<file path="src/rtl/mem_pkg.sv">
// Shared definitions for the wait-state data memory: RV32I funct3 width codes
// and the access FSM state type.
package mem_pkg;

   localparam logic [2:0] F3_B  = 3'b000;
   localparam logic [2:0] F3_H  = 3'b001;
   localparam logic [2:0] F3_W  = 3'b010;
   localparam logic [2:0] F3_BU = 3'b100;
   localparam logic [2:0] F3_HU = 3'b101;

   typedef enum logic [1:0] {
      IDLE,
      WAIT,
      DONE
   } memState_t;

   // Only these codes are meaningful for stores; unsigned variants are load-only.
   function automatic logic isStoreWidth(input logic [2:0] funct3);
      return (funct3 == F3_B) || (funct3 == F3_H) || (funct3 == F3_W);
   endfunction

endpackage

</file>
<file path="src/rtl/data_mem_ws_if.sv">
// Core-side load/store bus of the data memory; the core is the master,
// the memory is the slave.
interface data_mem_ws_if;
   logic        req;
   logic        we;
   logic [2:0]  funct3;
   logic [31:0] a;
   logic [31:0] wd;
   logic [31:0] rd;
   logic        stall;
   logic        err;

   modport master (output req, we, funct3, a, wd, input rd, stall, err);
   modport slave  (input req, we, funct3, a, wd, output rd, stall, err);
endinterface

</file>
<file path="src/rtl/mem_lane_align.sv">
// Byte-lane steering for RV32I loads/stores: byte enables, replicated store
// data, extracted/extended load data and the illegal/misaligned flag.
module mem_lane_align
   import mem_pkg::*;
(
   input  logic [2:0]  funct3,
   input  logic        we,
   input  logic [1:0]  byteOffset,
   input  logic [31:0] storeIn,
   input  logic [31:0] memWord,
   output logic [3:0]  byteEn,
   output logic [31:0] storeData,
   output logic [31:0] loadData,
   output logic        accessErr
);

   logic [7:0]  byteSel;
   logic [15:0] halfSel;
   logic        illegal;
   logic        misaligned;

   assign byteSel = memWord[{byteOffset, 3'b000} +: 8];
   assign halfSel = byteOffset[1] ? memWord[31:16] : memWord[15:0];

   // Decode the width, then suppress writes and load data on any error so the
   // memory stays untouched and rd reads as zero.
   always_comb begin
      byteEn     = 4'b0000;
      storeData  = 32'h0;
      loadData   = 32'h0;
      misaligned = 1'b0;
      illegal    = we && !isStoreWidth(funct3);
      case (funct3)
         F3_B: begin
            byteEn    = 4'b0001 << byteOffset;
            storeData = {4{storeIn[7:0]}};
            loadData  = {{24{byteSel[7]}}, byteSel};
         end
         F3_H: begin
            misaligned = byteOffset[0];
            byteEn     = byteOffset[1] ? 4'b1100 : 4'b0011;
            storeData  = {2{storeIn[15:0]}};
            loadData   = {{16{halfSel[15]}}, halfSel};
         end
         F3_W: begin
            misaligned = |byteOffset;
            byteEn     = 4'b1111;
            storeData  = storeIn;
            loadData   = memWord;
         end
         F3_BU: begin
            loadData = {24'h0, byteSel};
         end
         F3_HU: begin
            misaligned = byteOffset[0];
            loadData   = {16'h0, halfSel};
         end
         default: begin
            illegal = 1'b1;
         end
      endcase
      accessErr = illegal || misaligned;
      if (accessErr || !we) begin
         byteEn = 4'b0000;
      end
      if (accessErr || we) begin
         loadData = 32'h0;
      end
   end

endmodule

</file>
<file path="src/rtl/data_mem_ws.sv">
// Word-organised data memory with a configurable number of stall cycles per
// access, byte-lane stores and RV32I load extension.
module data_mem_ws
   import mem_pkg::*;
#(
   parameter int DEPTH_WORDS = 64,
   parameter int WAIT_STATES = 2
) (
   input  logic clk,
   input  logic reset,
   data_mem_ws_if.slave bus
);

   localparam int         AW         = $clog2(DEPTH_WORDS);
   localparam bit         NO_WAIT    = (WAIT_STATES == 0);
   localparam logic [3:0] LOAD_COUNT = (WAIT_STATES > 0) ? 4'(WAIT_STATES - 1) : 4'd0;

   logic [31:0] mem [DEPTH_WORDS];

   memState_t   state;
   logic [3:0]  waitCount;
   logic [31:0] latchAddr;
   logic [31:0] latchWd;
   logic        latchWe;
   logic [2:0]  latchFunct3;

   logic [31:0] accAddr;
   logic [31:0] accWd;
   logic        accWe;
   logic [2:0]  accFunct3;
   logic        accActive;

   logic [AW-1:0] wordIndex;
   logic [31:0]   memWord;
   logic [3:0]    byteEn;
   logic [31:0]   storeData;
   logic [31:0]   loadData;
   logic          accessErr;
   logic          memWrite;
   logic          unusedAddrBits;

   // Without wait states the live bus is the access; otherwise the latched
   // request is, and only in DONE does it produce a result.
   always_comb begin
      accAddr   = latchAddr;
      accWd     = latchWd;
      accWe     = latchWe;
      accFunct3 = latchFunct3;
      accActive = (state == DONE);
      if (NO_WAIT) begin
         accAddr   = bus.a;
         accWd     = bus.wd;
         accWe     = bus.we;
         accFunct3 = bus.funct3;
         accActive = bus.req;
      end
   end

   assign wordIndex      = accAddr[AW+1:2];
   assign unusedAddrBits = ^accAddr[31:AW+2];
   assign memWord        = mem[wordIndex];

   mem_lane_align u_align (
      .funct3     (accFunct3),
      .we         (accWe),
      .byteOffset (accAddr[1:0]),
      .storeIn    (accWd),
      .memWord    (memWord),
      .byteEn     (byteEn),
      .storeData  (storeData),
      .loadData   (loadData),
      .accessErr  (accessErr)
   );

   assign memWrite  = accActive && !reset;
   assign bus.stall = !reset && !NO_WAIT && (((state == IDLE) && bus.req) || (state == WAIT));
   assign bus.rd    = memWrite ? loadData : 32'h0;
   assign bus.err   = memWrite && accessErr;

   // Access sequencer. The IDLE cycle that accepts a request is itself the
   // first stall cycle, so the counter holds the WAIT cycles still to come.
   always_ff @(posedge clk or posedge reset) begin
      if (reset) begin
         state       <= IDLE;
         waitCount   <= 4'd0;
         latchAddr   <= 32'h0;
         latchWd     <= 32'h0;
         latchWe     <= 1'b0;
         latchFunct3 <= 3'b000;
      end else begin
         case (state)
            IDLE: begin
               if (bus.req && !NO_WAIT) begin
                  latchAddr   <= bus.a;
                  latchWd     <= bus.wd;
                  latchWe     <= bus.we;
                  latchFunct3 <= bus.funct3;
                  waitCount   <= LOAD_COUNT;
                  state       <= (WAIT_STATES == 1) ? DONE : WAIT;
               end
            end
            WAIT: begin
               if (!bus.req) begin
                  waitCount <= 4'd0;
                  state     <= IDLE;
               end else begin
                  waitCount <= waitCount - 4'd1;
                  if (waitCount == 4'd1) begin
                     state <= DONE;
                  end
               end
            end
            DONE: begin
               state <= IDLE;
            end
            default: begin
               state <= IDLE;
            end
         endcase
      end
   end

   // Storage is deliberately outside reset so contents survive a core reset.
   always_ff @(posedge clk) begin
      if (memWrite) begin
         for (int lane = 0; lane < 4; lane++) begin
            if (byteEn[lane]) begin
               mem[wordIndex][lane*8 +: 8] <= storeData[lane*8 +: 8];
            end
         end
      end
   end

endmodule

</file>
<file path="src/flat_wrapper.sv">
// flat-port wrapper written by rule: the top's interface ports become plain ports
module data_mem_ws_flat import mem_pkg::*;
#(
   parameter int DEPTH_WORDS = 64,
   parameter int WAIT_STATES = 2
)
  (clk, reset, bus_req, bus_we, bus_funct3, bus_a, bus_wd, bus_rd, bus_stall, bus_err);
  data_mem_ws_if bus_i ();
  input  logic clk;
  input  logic reset;
  input wire logic [$bits(bus_i.req)-1:0] bus_req;
  input wire logic [$bits(bus_i.we)-1:0] bus_we;
  input wire logic [$bits(bus_i.funct3)-1:0] bus_funct3;
  input wire logic [$bits(bus_i.a)-1:0] bus_a;
  input wire logic [$bits(bus_i.wd)-1:0] bus_wd;
  output wire logic [$bits(bus_i.rd)-1:0] bus_rd;
  output wire logic [$bits(bus_i.stall)-1:0] bus_stall;
  output wire logic [$bits(bus_i.err)-1:0] bus_err;
  assign bus_i.req = bus_req;
  assign bus_i.we = bus_we;
  assign bus_i.funct3 = bus_funct3;
  assign bus_i.a = bus_a;
  assign bus_i.wd = bus_wd;
  assign bus_rd = bus_i.rd;
  assign bus_stall = bus_i.stall;
  assign bus_err = bus_i.err;
  data_mem_ws #(.DEPTH_WORDS(DEPTH_WORDS), .WAIT_STATES(WAIT_STATES)) u_core (.clk(clk), .reset(reset), .bus(bus_i));
endmodule
</file>
<file path="config.mk">
export PLATFORM = sky130hd
export DESIGN_NAME = data_mem_ws_flat
export DESIGN_NICKNAME = d
export VERILOG_FILES = /design/src/rtl/mem_pkg.sv /design/src/rtl/data_mem_ws_if.sv /design/src/rtl/mem_lane_align.sv /design/src/rtl/data_mem_ws.sv /design/src/flat_wrapper.sv
export SDC_FILE = /design/constraint.sdc
export NUM_CORES = 2
export LEC_CHECK = 0
export ABC_AREA = 1
export BUFFER_PORTS_ARGS = -buffer_cell sky130_fd_sc_hd__buf_4
export CAP_MARGIN = 10
export CORE_MARGIN = 2
export CORE_UTILIZATION = 45
export CTS_BUF_LIST = sky130_fd_sc_hd__clkbuf_2
export DETAILED_ROUTE_END_ITERATION = 10
export PLACE_DENSITY_LB_ADDON = 0.3
export SLEW_MARGIN = 25
export SYNTH_ARGS = -nofsm -noshare
export SYNTH_HDL_FRONTEND = slang
export SYNTH_HIERARCHICAL = 1
export SYNTH_SLANG_ARGS = --single-unit
</file>
<file path="constraint.sdc">
create_clock -name clk -period 13.2 [get_ports clk]
set_clock_uncertainty 0.15 [all_clocks]
set_input_delay 1.98 -clock clk [delete_from_list [all_inputs] [get_ports clk]]
set_output_delay 1.98 -clock clk [all_outputs]
set_load 0.05 [all_outputs]
</file>
---- Word level (Yosys, flattened, before mapping) ----
Memory sizes are Yosys's and may differ from the RTL's.
Index checks and enable logic that the tools add are counted.
word-level totals
  memories ................................ 1
  register bits after elaboration ......... 50
  memory bits (writable) .................. 2,048
  output and inout bits ................... 34
memories
  memory      depth  bits a word  rd ports  clocked after memory_dff  write ports  RTL line           RTL
  u_core.mem  64     32           1         0                         1            data_mem_ws.sv:18  logic [31:0] mem [DEPTH_WORDS];
cells by class
  reductions and logical operators ........ 23
  equality and inequality tests ........... 9
  add/subtract/negate cells ............... 1
  multiplexer cells ....................... 29
  shift operators ......................... 2
operators by type and width
  operator             count
  $pmux 32 s5          1
  $pmux 32 s3          1
  $mux 32              2
  $shiftx 32x6->8      1
  $mux 16              1
  $mux 4               4
  $mux 1               13
  $pmux 4 s3           1
  $pmux 4 s2           1
  $eq 3x3->1 const B   2
  $logic_or 1x1->1     6
  $mux 2               3
  $reduce_and 2->1     3
  $logic_and 1x1->1    5
  $reduce_or 5->1      1
  $eq 4x1->1 const B   1
  $pmux 2 s2           1
  $reduce_or 2->1      2
  $shl 1x2->4 const A  1
  $sub 4x1->4 const B  1
  $eq 3x1->1 const B   1
  $eq 3x2->1 const B   1
  $logic_not 1->1      3
  $logic_not 3->1      1
  other kinds (7)      7

---- Longest topological paths before layout ----
  word-level depth ........................ 12
  depth in mapped cells ................... 24
  mapped depth without buffers ............ 19

---- By module ----
Netlist, hierarchy kept.
modules (own cells, without submodules)
  module          area an instance (um2)  seq. area each (um2)  cells an instance  times used
  data_mem_ws     89,248.1                62,750.2              8,977              1
  mem_lane_align  1,566.5                 0.0                   334                1

---- Worst setup path before layout ----
OpenSTA, ideal clock, no wires.
  kind .................................... input to output
  start ................................... input port reset
  end ..................................... output port bus_rd[21]
  buffers on the path ..................... 1
  data arrival time ....................... 3.224 ns
  slack ................................... 7.846 ns
  required time ........................... 11.070 ns
  stages on the path ...................... 4
  cells stage by stage .................... nor3_2 > inv_1 > buf_1 > nor2_1
on the way
  word-level cells in the longest chain between the ends .. 3
ends and longest elaborated chain
  item               RTL line            RTL
  start, declared    flat_wrapper.sv:10  input logic reset;
  $logic_not 1->1    data_mem_ws.sv:75   assign memWrite = accActive && !reset;
  $logic_and 1x1->1  data_mem_ws.sv:75
  $mux 32            data_mem_ws.sv:77   assign bus.rd = memWrite ? loadData : 32'h0;
  end, declared      flat_wrapper.sv:16  output wire logic [$bits(bus_i.rd)-1:0] bus_rd;
Every way passes these cells.

---- Worst setup path after layout ----
  start ................................... register u_core.latchAddr[2] (netlist: u_core/accAddr[2])
  end ..................................... output port bus_rd[11]
on the way
  word-level cells in the longest chain between the ends .. 5
  elaborated cells between the ends (all ways) .. 6
  those cells by class .................... shift: 1; mux: 4; memory: 1
ends and longest elaborated chain
  item                           RTL line              RTL
  start, declared                data_mem_ws.sv:22     logic [31:0] latchAddr;
  start signal, assigned         data_mem_ws.sv:94     latchAddr <= bus.a;
  $mem_v2 64x32                  --
  named net u_core.memWord[15]   data_mem_ws.sv:34     logic [31:0] memWord;
  $shiftx 32x6->8                mem_lane_align.sv:22  assign byteSel = memWord[{byteOffset, 3'b000} +: 8];
  $pmux 32 s5                    mem_lane_align.sv:33  case (funct3)
  $mux 32                        mem_lane_align.sv:66  if (accessErr || we) begin
  named net u_core.loadData[11]  data_mem_ws.sv:37     logic [31:0] loadData;
  $mux 32                        data_mem_ws.sv:77
The timed path passes the listed nets, and every way through them passes these cells.

==> results.cfg <==
[status]
status = completed

[timing]
clock.fmax_mhz = 102
finalCriticalPeriod_ns = 9.76
hold_viol = 0
slew_viol_final = 0
worstMarginPinSlew_ns = 1.26
slew_headroom_pct = 16.3
fin_crit_sh_pct = 73.9
grt_setup_unrepaired = no
setup_tns_ns = 0
setup_viol = 0

[critical_path]
worstPathRequired_ns = 11.07
regToRegStartpoint = u_core/accAddr[3]
reg2reg_depth = 8
path_max_fanout = 150
crit_type = reg -> out
end_kind = output pin
critPathLaunchType = flip-flop
arrival_ns = 7.63
r2r-end = u_core/mem[19][25]
r2r_slack_ns = 7.53

[cells_and_area]
drive_above_1_share_pct = 10.8
area_growth_pct = 7.90
nets = 9622
fill_cells = 18600
multiInputGateArea_um2 = 25500
area.sequential_um2 = 62800
final_cell_mix = 6021 x nand2_1, 2048 x edfxtp_1, 787 x clkbuf_2
final_common_cell = nand2_1
utilization_pct = 49.0

[clock_network]
h-tree-depth = 6
cts_inserted_buffers = 546
worstSkewPairLatency_ns = 1.79
root_buffer = clkbuf_2
tritoncts = done
clk_path_buf_depth = 4
postCtsSetupBuffers = 0
hold_buffers = 0
cts.sinks = 2098
cts_resized = 0
clk_pin_slew_ns = 0.11

[routing]
wl_per_cell_um = 20.5
ant_nets = 0
drtPass1Iterations = 6
vias_per_cell = 5.15
wl_mm = 257
drc = 0
drt_iter0_markers = 7058
vias = 64700

[die]
start_util_pct = 45.4
die_w_um = 453
core_um2 = 200000
die_h_um = 453
rows = 164
ios = 105
die_area_um2 = 205000

[yosys]
synth_area_um2 = 90800
seq_area_frac_synth_pct = 69.1
synth_cells = 9311
syn_avg_cell_area_um2 = 9.75
ys_ff_latch = 2098
synth.distinct_cells = 34
postSynth.asyncResetShare_pct = 2.38
syn_nets = 9384
synth_flop_cell = edfxtp_1
synth_edf_count = 2048
yosys_warnings = 6

[power]
p_leak_nw = 42.1
finalPower_mw = 20.9
vdd_drop_max_mv = 0.204
power_density_nw_per_um2 = 214

[placed_design]
place.gp.congestion = 0.880
portBuffers = 80
post-dp-hpwl_mm = 142

[min_path]
min_from = bus_funct3[0]
whs_endpoint = u_core/accFunct3[0]
holdPathStages = 3
hold_path.class = in -> reg

[global_routing]
grt_overflow = 0
grt_max_degree = 190
grt_pass1_wl_mm = 379
grt_pass1_vias = 62100
grtUsageTotal_pct = 24.7
antenna_found_initial = 17

[run]
cap_violations = 0
[synthesized netlist by cell type, types with 2 or more instances]
cell type / number / area share (%)
nor2_4: 5 / 0.062
o21ai_0: 20 / 0.11
buf_1: 35 / 0.14
inv_2: 5 / 0.021
buf_2: 196 / 1.1
o211ai_1: 12 / 0.099
nand2_2: 3 / 0.021
o21ai_2: 2 / 0.019
buf_6: 19 / 0.24
edfxtp_1: 2048 / 68
a21oi_2: 3 / 0.029
a21oi_1: 32 / 0.18
nor2_1: 415 / 1.7
o2bb2ai_1: 7 / 0.068
buf_4: 53 / 0.44
clkbuf_1: 179 / 0.74
nand2_1: 6026 / 25
inv_1: 117 / 0.48
nand3_1: 37 / 0.20
or2_2: 5 / 0.034
nor3_1: 11 / 0.061
o21ai_1: 3 / 0.017
ha_1: 2 / 0.028
dfrtp_1: 50 / 1.4
nor2_2: 15 / 0.10
o22ai_1: 3 / 0.021
[where the power goes]
group          internal [mW]  leakage [nW]  switching [mW]
Combinational           1.70          19.2            6.32
Clock                   1.64          3.51            2.56
Sequential              8.54          19.4           0.164
Total                   11.9          42.1            9.05
[cells by family after synthesis]
family	after synthesis	share of synthesized area [%]
xor+xnor	2	0.0193
compound gates	82	0.539
buf+inv	606	3.16
flops	2098	69.1
fa+ha+maj	2	0.0276
simple gates	6521	27.2
[metrics by stage]
stage	hold slack (ns)	area, um^2	cells	worst slack [ns]
floorplan	0.292	90800	9311	7.85
global placement	0.309	93500	11700	5.36
detailed placement	0.310	93500	11700	5.36
CTS	0.0589	97900	12500	3.34
global route	0.0717	98000	12500	2.85
finish	0.247	98000	12600	3.44
[worst max path at each step]
stage          slack, ns         startpoint    endpoint  depth (start not counted)
4_1_cts             3.34  u_core/accAddr[2]  bus_rd[11]                         22
5_1_grt             2.85  u_core/accAddr[2]  bus_rd[19]                         22
2_1_floorplan       7.85              reset  bus_rd[21]                          4
3_3_place_gp        5.36  u_core/accAddr[2]  bus_rd[15]                         22
3_5_place_dp        5.36  u_core/accAddr[2]  bus_rd[11]                         22
6_report            3.44  u_core/accAddr[2]  bus_rd[11]                         22
[final cells by class]
class                           count  area share, %
Sequential cell                  2098           64.0
Multi-Input combinational cell   6607           26.1
Clock buffer                      787           4.02
Tap cell                         2656           3.39
Timing Repair Buffer              172           1.44
Inverter                          124          0.506
Clock inverter                     92          0.470
Antenna cell                       22         0.0562
[critical path: stages (launching register included)]
cell and delay, ns:
dfrtp_4 0.81, inv_8 0.78, buf_4 0.67, buf_4 0.69
nand2_1 0.10, nand2_1 0.09, nand2_1 0.05, nand2_1 0.13
nand2_1 0.06, nand2_1 0.09, nand2_1 0.05, nand2_1 0.13
nor2_1 0.10, nand2_1 0.46, nand2_1 0.10, nand2_1 0.11
nand2_1 0.06, nand2_1 0.09, nand2_2 0.27, a21oi_1 0.26
inv_1 0.06, nor2_1 0.12, buf_4 0.23
[flip-flops by register name, summed over array words and instances, names as in the netlist]
register          count
u_core/mem         2048
u_core/accWd         32
u_core/accAddr        8
u_core/waitCount      4
u_core/accFunct3      3
u_core/accWe          1
u_core/state          2
[routing by layer]
metal | up-vias | part of all wire [%] | global-route usage (%)
met4 | 10 | 4.5 | 12.0
met3 | 599 | 9.4 | 6.22
met2 | 2846 | 47 | 39.6
li1 | 30600 | - | -
met1 | 30600 | 39 | 31.2
met5 | - | 0.026 | 0
Power figures use the tool's default switching activity.
